### src/rtl/apb_completer_mem_if.sv
// apb_completer_mem_if: APB3 bus signals between the team's master and one completer
interface apb_completer_mem_if;
    logic        PSEL;
    logic        PENABLE;
    logic        PWRITE;
    logic [31:0] PADDR;
    logic [31:0] PWDATA;
    logic [31:0] PRDATA;
    logic        PREADY;
    logic        PSLVERR;
    modport master (
        output PSEL, PENABLE, PWRITE, PADDR, PWDATA,
        input  PRDATA, PREADY, PSLVERR
    );
    modport slave (
        input  PSEL, PENABLE, PWRITE, PADDR, PWDATA,
        output PRDATA, PREADY, PSLVERR
    );
endinterface

### src/rtl/apb_completer_mem.sv
// apb_completer_mem: APB3 completer with a word-addressed memory, programmable wait states and error response
module apb_completer_mem #(
    parameter int          DEPTH       = 128,
    parameter int          WAIT_CYCLES = 1,
    parameter logic [31:0] BASE_ADDR   = 32'h0
) (
    input logic                PCLK,
    input logic                PRESET,
    apb_completer_mem_if.slave bus
);
    localparam int AW = DEPTH > 1 ? $clog2(DEPTH) : 1;
    typedef enum logic [1:0] {IDLE, WAIT, DONE} state_t;
    state_t        state, state_n;
    logic [3:0]    cnt, cnt_n;
    logic [31:0]   addr, addr_n, wdata, wdata_n, rdata, rdata_n;
    logic          write, write_n, ready, ready_n, slverr, slverr_n, mem_we;
    logic [31:0]   mem [DEPTH];
    logic [31:0]   offset, word;
    logic          err;
    logic [AW-1:0] idx;
    // Decode works on the latched setup-phase address so mid-access changes are ignored
    assign offset = addr - BASE_ADDR;
    assign word   = offset >> 2;
    assign idx    = word[AW-1:0];
    assign err    = (addr < BASE_ADDR) || (word >= 32'(DEPTH)) || (addr[1:0] != 2'b00);
    assign bus.PRDATA  = rdata;
    assign bus.PREADY  = ready;
    assign bus.PSLVERR = slverr;
    always_comb begin
        state_n  = state;
        cnt_n    = cnt;
        addr_n   = addr;
        wdata_n  = wdata;
        write_n  = write;
        ready_n  = 1'b0;
        slverr_n = 1'b0;
        rdata_n  = 32'h0;
        mem_we   = 1'b0;
        case (state)
            IDLE: if (bus.PSEL && !bus.PENABLE) begin
                addr_n  = bus.PADDR;
                wdata_n = bus.PWDATA;
                write_n = bus.PWRITE;
                cnt_n   = 4'(WAIT_CYCLES);
                state_n = WAIT;
            end
            WAIT: begin
                if (!(bus.PSEL && bus.PENABLE)) begin
                    state_n = IDLE;
                end else if (cnt != 4'd0) begin
                    cnt_n = cnt - 4'd1;
                end else begin
                    ready_n  = 1'b1;
                    slverr_n = err;
                    mem_we   = write && !err;
                    rdata_n  = (write || err) ? 32'h0 : mem[idx];
                    state_n  = DONE;
                end
            end
            default: state_n = IDLE;
        endcase
    end
    always_ff @(posedge PCLK or posedge PRESET) begin
        if (PRESET) begin
            state  <= IDLE;
            cnt    <= 4'd0;
            addr   <= 32'h0;
            wdata  <= 32'h0;
            write  <= 1'b0;
            ready  <= 1'b0;
            slverr <= 1'b0;
            rdata  <= 32'h0;
        end else begin
            state  <= state_n;
            cnt    <= cnt_n;
            addr   <= addr_n;
            wdata  <= wdata_n;
            write  <= write_n;
            ready  <= ready_n;
            slverr <= slverr_n;
            rdata  <= rdata_n;
        end
    end
    // Storage has no reset; writes only ever come from the error-free final WAIT cycle
    always_ff @(posedge PCLK) begin
        if (mem_we) mem[idx] <= wdata;
    end
endmodule

### src/flat_wrapper.sv
// flat-port wrapper written by rule: the top's interface ports become plain ports
module apb_completer_mem_flat 
#(
    parameter int          DEPTH       = 128,
    parameter int          WAIT_CYCLES = 1,
    parameter logic [31:0] BASE_ADDR   = 32'h0
)
  (PCLK, PRESET, bus_PSEL, bus_PENABLE, bus_PWRITE, bus_PADDR, bus_PWDATA, bus_PRDATA, bus_PREADY, bus_PSLVERR);
  apb_completer_mem_if bus_i ();
  input logic PCLK;
  input logic PRESET;
  input wire logic [$bits(bus_i.PSEL)-1:0] bus_PSEL;
  input wire logic [$bits(bus_i.PENABLE)-1:0] bus_PENABLE;
  input wire logic [$bits(bus_i.PWRITE)-1:0] bus_PWRITE;
  input wire logic [$bits(bus_i.PADDR)-1:0] bus_PADDR;
  input wire logic [$bits(bus_i.PWDATA)-1:0] bus_PWDATA;
  output wire logic [$bits(bus_i.PRDATA)-1:0] bus_PRDATA;
  output wire logic [$bits(bus_i.PREADY)-1:0] bus_PREADY;
  output wire logic [$bits(bus_i.PSLVERR)-1:0] bus_PSLVERR;
  assign bus_i.PSEL = bus_PSEL;
  assign bus_i.PENABLE = bus_PENABLE;
  assign bus_i.PWRITE = bus_PWRITE;
  assign bus_i.PADDR = bus_PADDR;
  assign bus_i.PWDATA = bus_PWDATA;
  assign bus_PRDATA = bus_i.PRDATA;
  assign bus_PREADY = bus_i.PREADY;
  assign bus_PSLVERR = bus_i.PSLVERR;
  apb_completer_mem #(.DEPTH(DEPTH), .WAIT_CYCLES(WAIT_CYCLES), .BASE_ADDR(BASE_ADDR)) u_core (.PCLK(PCLK), .PRESET(PRESET), .bus(bus_i));
endmodule
### config.mk
export PLATFORM = sky130hd
export DESIGN_NAME = apb_completer_mem_flat
export DESIGN_NICKNAME = d
export VERILOG_FILES = /design/src/rtl/apb_completer_mem_if.sv /design/src/rtl/apb_completer_mem.sv /design/src/flat_wrapper.sv
export SDC_FILE = /design/constraint.sdc
export NUM_CORES = 2
export LEC_CHECK = 0
export BUFFER_PORTS_ARGS = -buffer_cell sky130_fd_sc_hd__buf_2
export CORE_MARGIN = 1.5
export CORE_UTILIZATION = 58
export CTS_CLUSTER_DIAMETER = 120
export CTS_CLUSTER_SIZE = 25
export DETAILED_ROUTE_END_ITERATION = 10
export PLACE_DENSITY_LB_ADDON = 0.05
export SKIP_LAST_GASP = 1
export SLEW_MARGIN = 40
export SYNTH_ARGS = -nofsm -noshare
export SYNTH_HDL_FRONTEND = slang
export SYNTH_SLANG_ARGS = --single-unit
### constraint.sdc
create_clock -name PCLK -period 9.6 [get_ports PCLK]
set_clock_uncertainty 0.1 [all_clocks]
set_input_delay 2.4 -clock PCLK [delete_from_list [all_inputs] [get_ports PCLK]]
set_output_delay 2.4 -clock PCLK [all_outputs]
set_load 0.01 [all_outputs]
Yosys cells after proc, flatten, opt, wreduce, memory -nomap -nowiden
Memory sizes are Yosys's and may differ from the RTL's.
Cells that the tools add are included.

storage, ports and cells
  word-level logic and storage cells = 55
  output and inout bits = 34
  bits of input ports = 69
  memories = 1
  bits in writable memories = 4096
  bits in registers = 105

cells by class
  $lt $le $gt $ge = 2
  multiplexer cells = 23
  add/subtract/negate cells = 1
  eq/ne operators = 5
  reduce and logical (&&, ||, !) cells = 15

memory list
  memory      depth  bits a word  read ports  clocked after Yosys merged registers in  write ports  RTL line                 RTL
  u_core.mem  128    32           1           0                                        1            apb_completer_mem.sv:17  logic [31:0] mem [DEPTH];

operator list
  kind                 count
  $mux 32              4
  $lt 32x1->1 const B  1
  $ge 30x8->1 const B  1
  $mux 4               3
  $mux 1               11
  $pmux 4 s2           1
  $mux 2               3
  $ne 2x1->1 const B   3
  $pmux 2 s2           1
  $reduce_and 2->1     2
  $reduce_and 4->1     1
  $reduce_bool 2->1    2
  $reduce_bool 4->1    1
  $sub 4x1->4 const B  1
  $logic_and 1x1->1    3
  $logic_or 1x1->1     3
  $ne 3x3->1 const B   1
  $eq 2x1->1 const B   1
  $logic_not 1->1      2
  $logic_not 2->1      1

Depth between registers and ports, before layout
  word-level depth = 10
  depth in mapped cells = 13
  depth with buffers taken out = 9

Worst setup path after synthesis
No wires, ideal clock.

  kind = input to register
  from = in bus_PSEL
  to = mem u_core.mem[102][0], enable pin
  required time = 9.079 ns
  library setup time = 0.421 ns
  slack = 4.113 ns
  path buffers = 1
  data arrival time = 4.966 ns
  stages = 8
  path through = and4b_1 > nand2_1 > nor3_1 > nand2_1 > nor2_1 > nand3_1 > clkbuf_1 > nor2_1

on the way
  word-level cells in the longest chain between the ends = 5

RTL lines
  element                       RTL line                 RTL
  start, declared               flat_wrapper.sv:12       input wire logic [$bits(bus_i.PSEL)-1:0] bus_PSEL;
  $logic_and 1x1->1             apb_completer_mem.sv:48  if (!(bus.PSEL && bus.PENABLE)) begin
  $mux 1                        apb_completer_mem.sv:48
  $mux 1                        apb_completer_mem.sv:39  case (state)
  $mux 1                        apb_completer_mem.sv:86  if (mem_we) mem[idx] <= wdata;
  $mux 1 (not written as such)  apb_completer_mem.sv:86
  end, declared                 apb_completer_mem.sv:17

Every way passes these cells.

Worst setup path after layout
  from = in bus_PENABLE
  to = mem u_core.mem[79][27], enable pin

on the way
  word-level cells in the longest chain between the ends = 5

RTL lines
  element                       RTL line                 RTL
  start, declared               flat_wrapper.sv:13       input wire logic [$bits(bus_i.PENABLE)-1:0] bus_PENABLE;
  $logic_and 1x1->1             apb_completer_mem.sv:48
  $mux 1                        apb_completer_mem.sv:48
  $mux 1                        apb_completer_mem.sv:39
  $mux 1                        apb_completer_mem.sv:86
  $mux 1 (not written as such)  apb_completer_mem.sv:86

Every way passes these cells.

==> results by group <==
Run status
  – Status: finished, final reports clean

STA
  – Setup TNS: 0 ns
  – Max Freq: about 170 MHz
  – Slew Viols, Final: 0
  – Worst slew margin: between 20% and 30%
  – Final hold vios: 0
  – Final setup vio count: 0
  – Least-Margin Pin Slew: approximately 1.1 ns
  – RSZ-0062 raised after global routing: false
  – Tcrit/Tclk final: between 60% and 70%
  – Tmin final: between 5 and 6 ns
  – Hold Slack: ~0.42 ns

Die
  – Die height: approximately 530 microns
  – Std cell rows: roughly 190
  – Starting density of the core: 58.3%
  – DIE WIDTH: about 530 microns
  – Num ports: approximately 100
  – Core area: between 200000 and 300000 sq um
  – Die area: 278000 sq um

GRT
  – Vias in the first global route: about 84000
  – First-pass GRT wire length: between 600 and 700 mm
  – Grt ovf: 0
  – Largest net degree at the start of global routing: about 140
  – Initial antenna violation count: 37
  – GRT Resource Usage Total: around 37%

Worst setup path
  – CP startpoint: bus_PENABLE
  – Critical-path maximum fanout: 17
  – CP arrival: around 6.3 ns
  – FF-to-FF End: u_core.bus.PRDATA[18]
  – Worst R2R Start: u_core.addr[3]
  – Crit start category: input pin
  – Crit. End Element: flip-flop
  – CP required: between 10 and 15 ns
  – Worst reg2reg setup slack: roughly 3.9 ns
  – R2R depth: 10
  – Type of the worst setup path: in -> reg
  – CP Capture Point: u_core.mem[79][27]

Drt
  – Drt total wl: around 510 mm
  – DR pass1 iterations: 6
  – Via Count: about 90000
  – DRC: 0
  – Vias per inst: about 7.3
  – Antenna Nets Post-Route: 0
  – Iter 0 DRT Violations: roughly 16000
  – Wire per inst: around 42 microns

Pwr
  – Pwr/cell area: ~220 nW/um^2
  – Peak VDD IR: 199 uV
  – LEAKAGE: 52.5 nW

Synthesis
  – YS warnings: 0
  – Cell accounting for the most synthesized area: edfxtp_1
  – Yosys reg bits: between 4000 and 5000
  – Netlist cell types: 87
  – Seq/Total Area, Yosys: 78.8%
  – Syn_nets: 8517
  – Synth Cell Area: ~160000 sq um
  – Synth Instances: around 8400
  – Mean post-synth cell area: 18.9 sq um
  – Post-synth top area share: between 70% and 80%
  – EDFF count, synth: between 4000 and 5000
  – Synth Flop Type: edfxtp_1
  – FFs w/ async S/R, synth: 2.50%
  – Cells taking the most area after synthesis: edfxtp_1 77%, mux4_2 4.4%, o221ai_1 2.9%, o22ai_1 2.2%, mux2i_1 1.8%

Clocking
  – Max Root-Sink Buffers: 4
  – CTS tree: yes
  – Cts repair resizes: 0
  – CTS root buffer: clkbuf_16
  – Reg clk slew, reported paths: 0.09 ns
  – Sinks on Clock Net: roughly 4200
  – Clk Latency, worst-skew pair: 0.93 ns
  – Post-CTS Setup Inserts: 0
  – H-tree depth: 4
  – CTS Hold Bufs: 0
  – Total CTS buffers: 190

Run
  – Max Cap Viol: 0

Place
  – Placer Congestion: between 0.9 and 1
  – Port Buf Inserts: between 100 and 150
  – DPL Wire Length: between 300 and 400 mm

Cells and area
  – Ratio of cells with drive above 1 in the final layout: around 17%
  – Net count reported at finish: roughly 8600
  – Layout Area Growth over Synthesis: 9.16%

Hold path
  – Min-Delay Path Class: reg -> reg
per-stage QoR:
| step | instance area, sq um | total power, mW | cells | worst slack, ns | util (%) |
|---|---|---|---|---|---|
| 3_3_place_gp | 164000 | 29.3 | 11700 | 2.15 | 59.9 |
| 5_1_grt | 174000 | 39.3 | 12300 | 3.75 | 63.6 |
| 4_1_cts | 174000 | 38.4 | 12200 | 3.90 | 63.5 |
| 2_1_floorplan | 159000 | 25.7 | 8447 | 4.11 | - |
| 6_report | 174000 | 38.7 | 12300 | 3.79 | 63.6 |
| 3_5_place_dp | 169000 | 29.5 | 12000 | 2.95 | 61.6 |
worst min-delay path by stage:
stage                         start              end  slack (ns)  depth (start not counted)
floorplan             u_core.cnt[0]    u_core.cnt[0]        0.36                          1
global placement    u_core.addr[19]  u_core.addr[19]        0.39                          1
detailed placement  u_core.addr[30]  u_core.addr[30]        0.40                          1
CTS                 u_core.addr[22]  u_core.addr[22]        0.42                          1
global route         u_core.addr[9]   u_core.addr[9]        0.43                          1
finish              u_core.addr[19]  u_core.addr[19]        0.42                          1
logic make-up (layout without fill, tap and decap cells):
group / Yosys count / after routing / synth area share [%]
adders and majority gates: 1 / 1 / 0.00785
buffers and inverters: 622 / 843 / 2.36
AOI/OAI and AO/OA: 2118 / 2118 / 9.13
xor gates and xnor gates: 2 / 2 / 0.0110
DFF: 4201 / 4201 / 78.8
other: 0 / 8 / 0
and+or+nand+nor: 713 / 713 / 1.96
muxes: 790 / 790 / 7.73
report_power, final:
group          switching [mW]  internal, mW
logic                    5.91          1.90
clock network            5.52          3.76
registers               0.461          21.1
total                    11.9          26.8
layer usage:
layer | part of all wire (%) | global-route usage [%] | vias up
li1 | - | - | 35500
met3 | 12 | 7.38 | 1006
met4 | 6.7 | 19.6 | 12
met5 | 0.025 | 0 | -
met2 | 45 | 54.9 | 6442
met1 | 36 | 51.3 | 46900
cells in the final DEF (no fill, tap or decap), types with 90 or more instances in the layout:
cell	n
a21oi_1	193
nor2_1	153
buf_16	90
nand3_1	111
nand2_1	179
mux2i_1	280
nor2_4	134
mux4_2	315
edfxtp_1	4096
mux2_2	180
a221oi_1	110
buf_2	108
o21ai_0	449
clkbuf_16	193
o22ai_1	558
buf_4	166
o221ai_1	528
clkbuf_1	96
buf_8	112
cell usage after synthesis (15+ instances only):
cell type,instances
edfxtp_1,4096
o22ai_1,560
o221ai_1,528
o21ai_0,470
mux4_2,315
nor2_1,292
mux2i_1,280
buf_2,272
a21oi_1,197
nand2_1,191
mux2_2,180
clkbuf_1,130
nand3_1,114
a221oi_1,111
dfrtp_1,105
buf_4,84
buf_6,55
o2111ai_1,49
buf_1,45
a211oi_1,28
a31oi_1,26
a22oi_1,23
nor3_1,21
buf_12,20
nand4_1,19
nor4_1,19
mux4_1,15
registers in the layout (all words and copies together), names as in the netlist:
| name | count |
|---|---|
| u_core.addr | 32 |
| u_core.bus.PSLVERR | 1 |
| u_core.bus.PREADY | 1 |
| u_core.write | 1 |
| u_core.wdata | 32 |
| u_core.bus.PRDATA | 32 |
| u_core.cnt | 4 |
| u_core.mem | 4096 |
| u_core.state | 2 |
critical path, cell delays in order:
cell     delay (ns)
buf_2          0.11
and4b_1        0.23
nand2_1        0.14
nor3_2         0.49
nand2_1        0.22
nor2_2         0.55
nand3_2        0.77
buf_4          0.55
nor2_4         0.54
buf_16         0.24
cell type report:
class	instances	area, sq um
diodes	8	20.0
multi-input cells	3624	31500
well taps	3589	4490
repair buffers	537	6970
fillers	18700	99600
inverters	12	75.1
clock inverters	6	70.1
clock buffers	288	5160
flip-flops and latches	4201	126000
(Power assumes the default switching activity.)
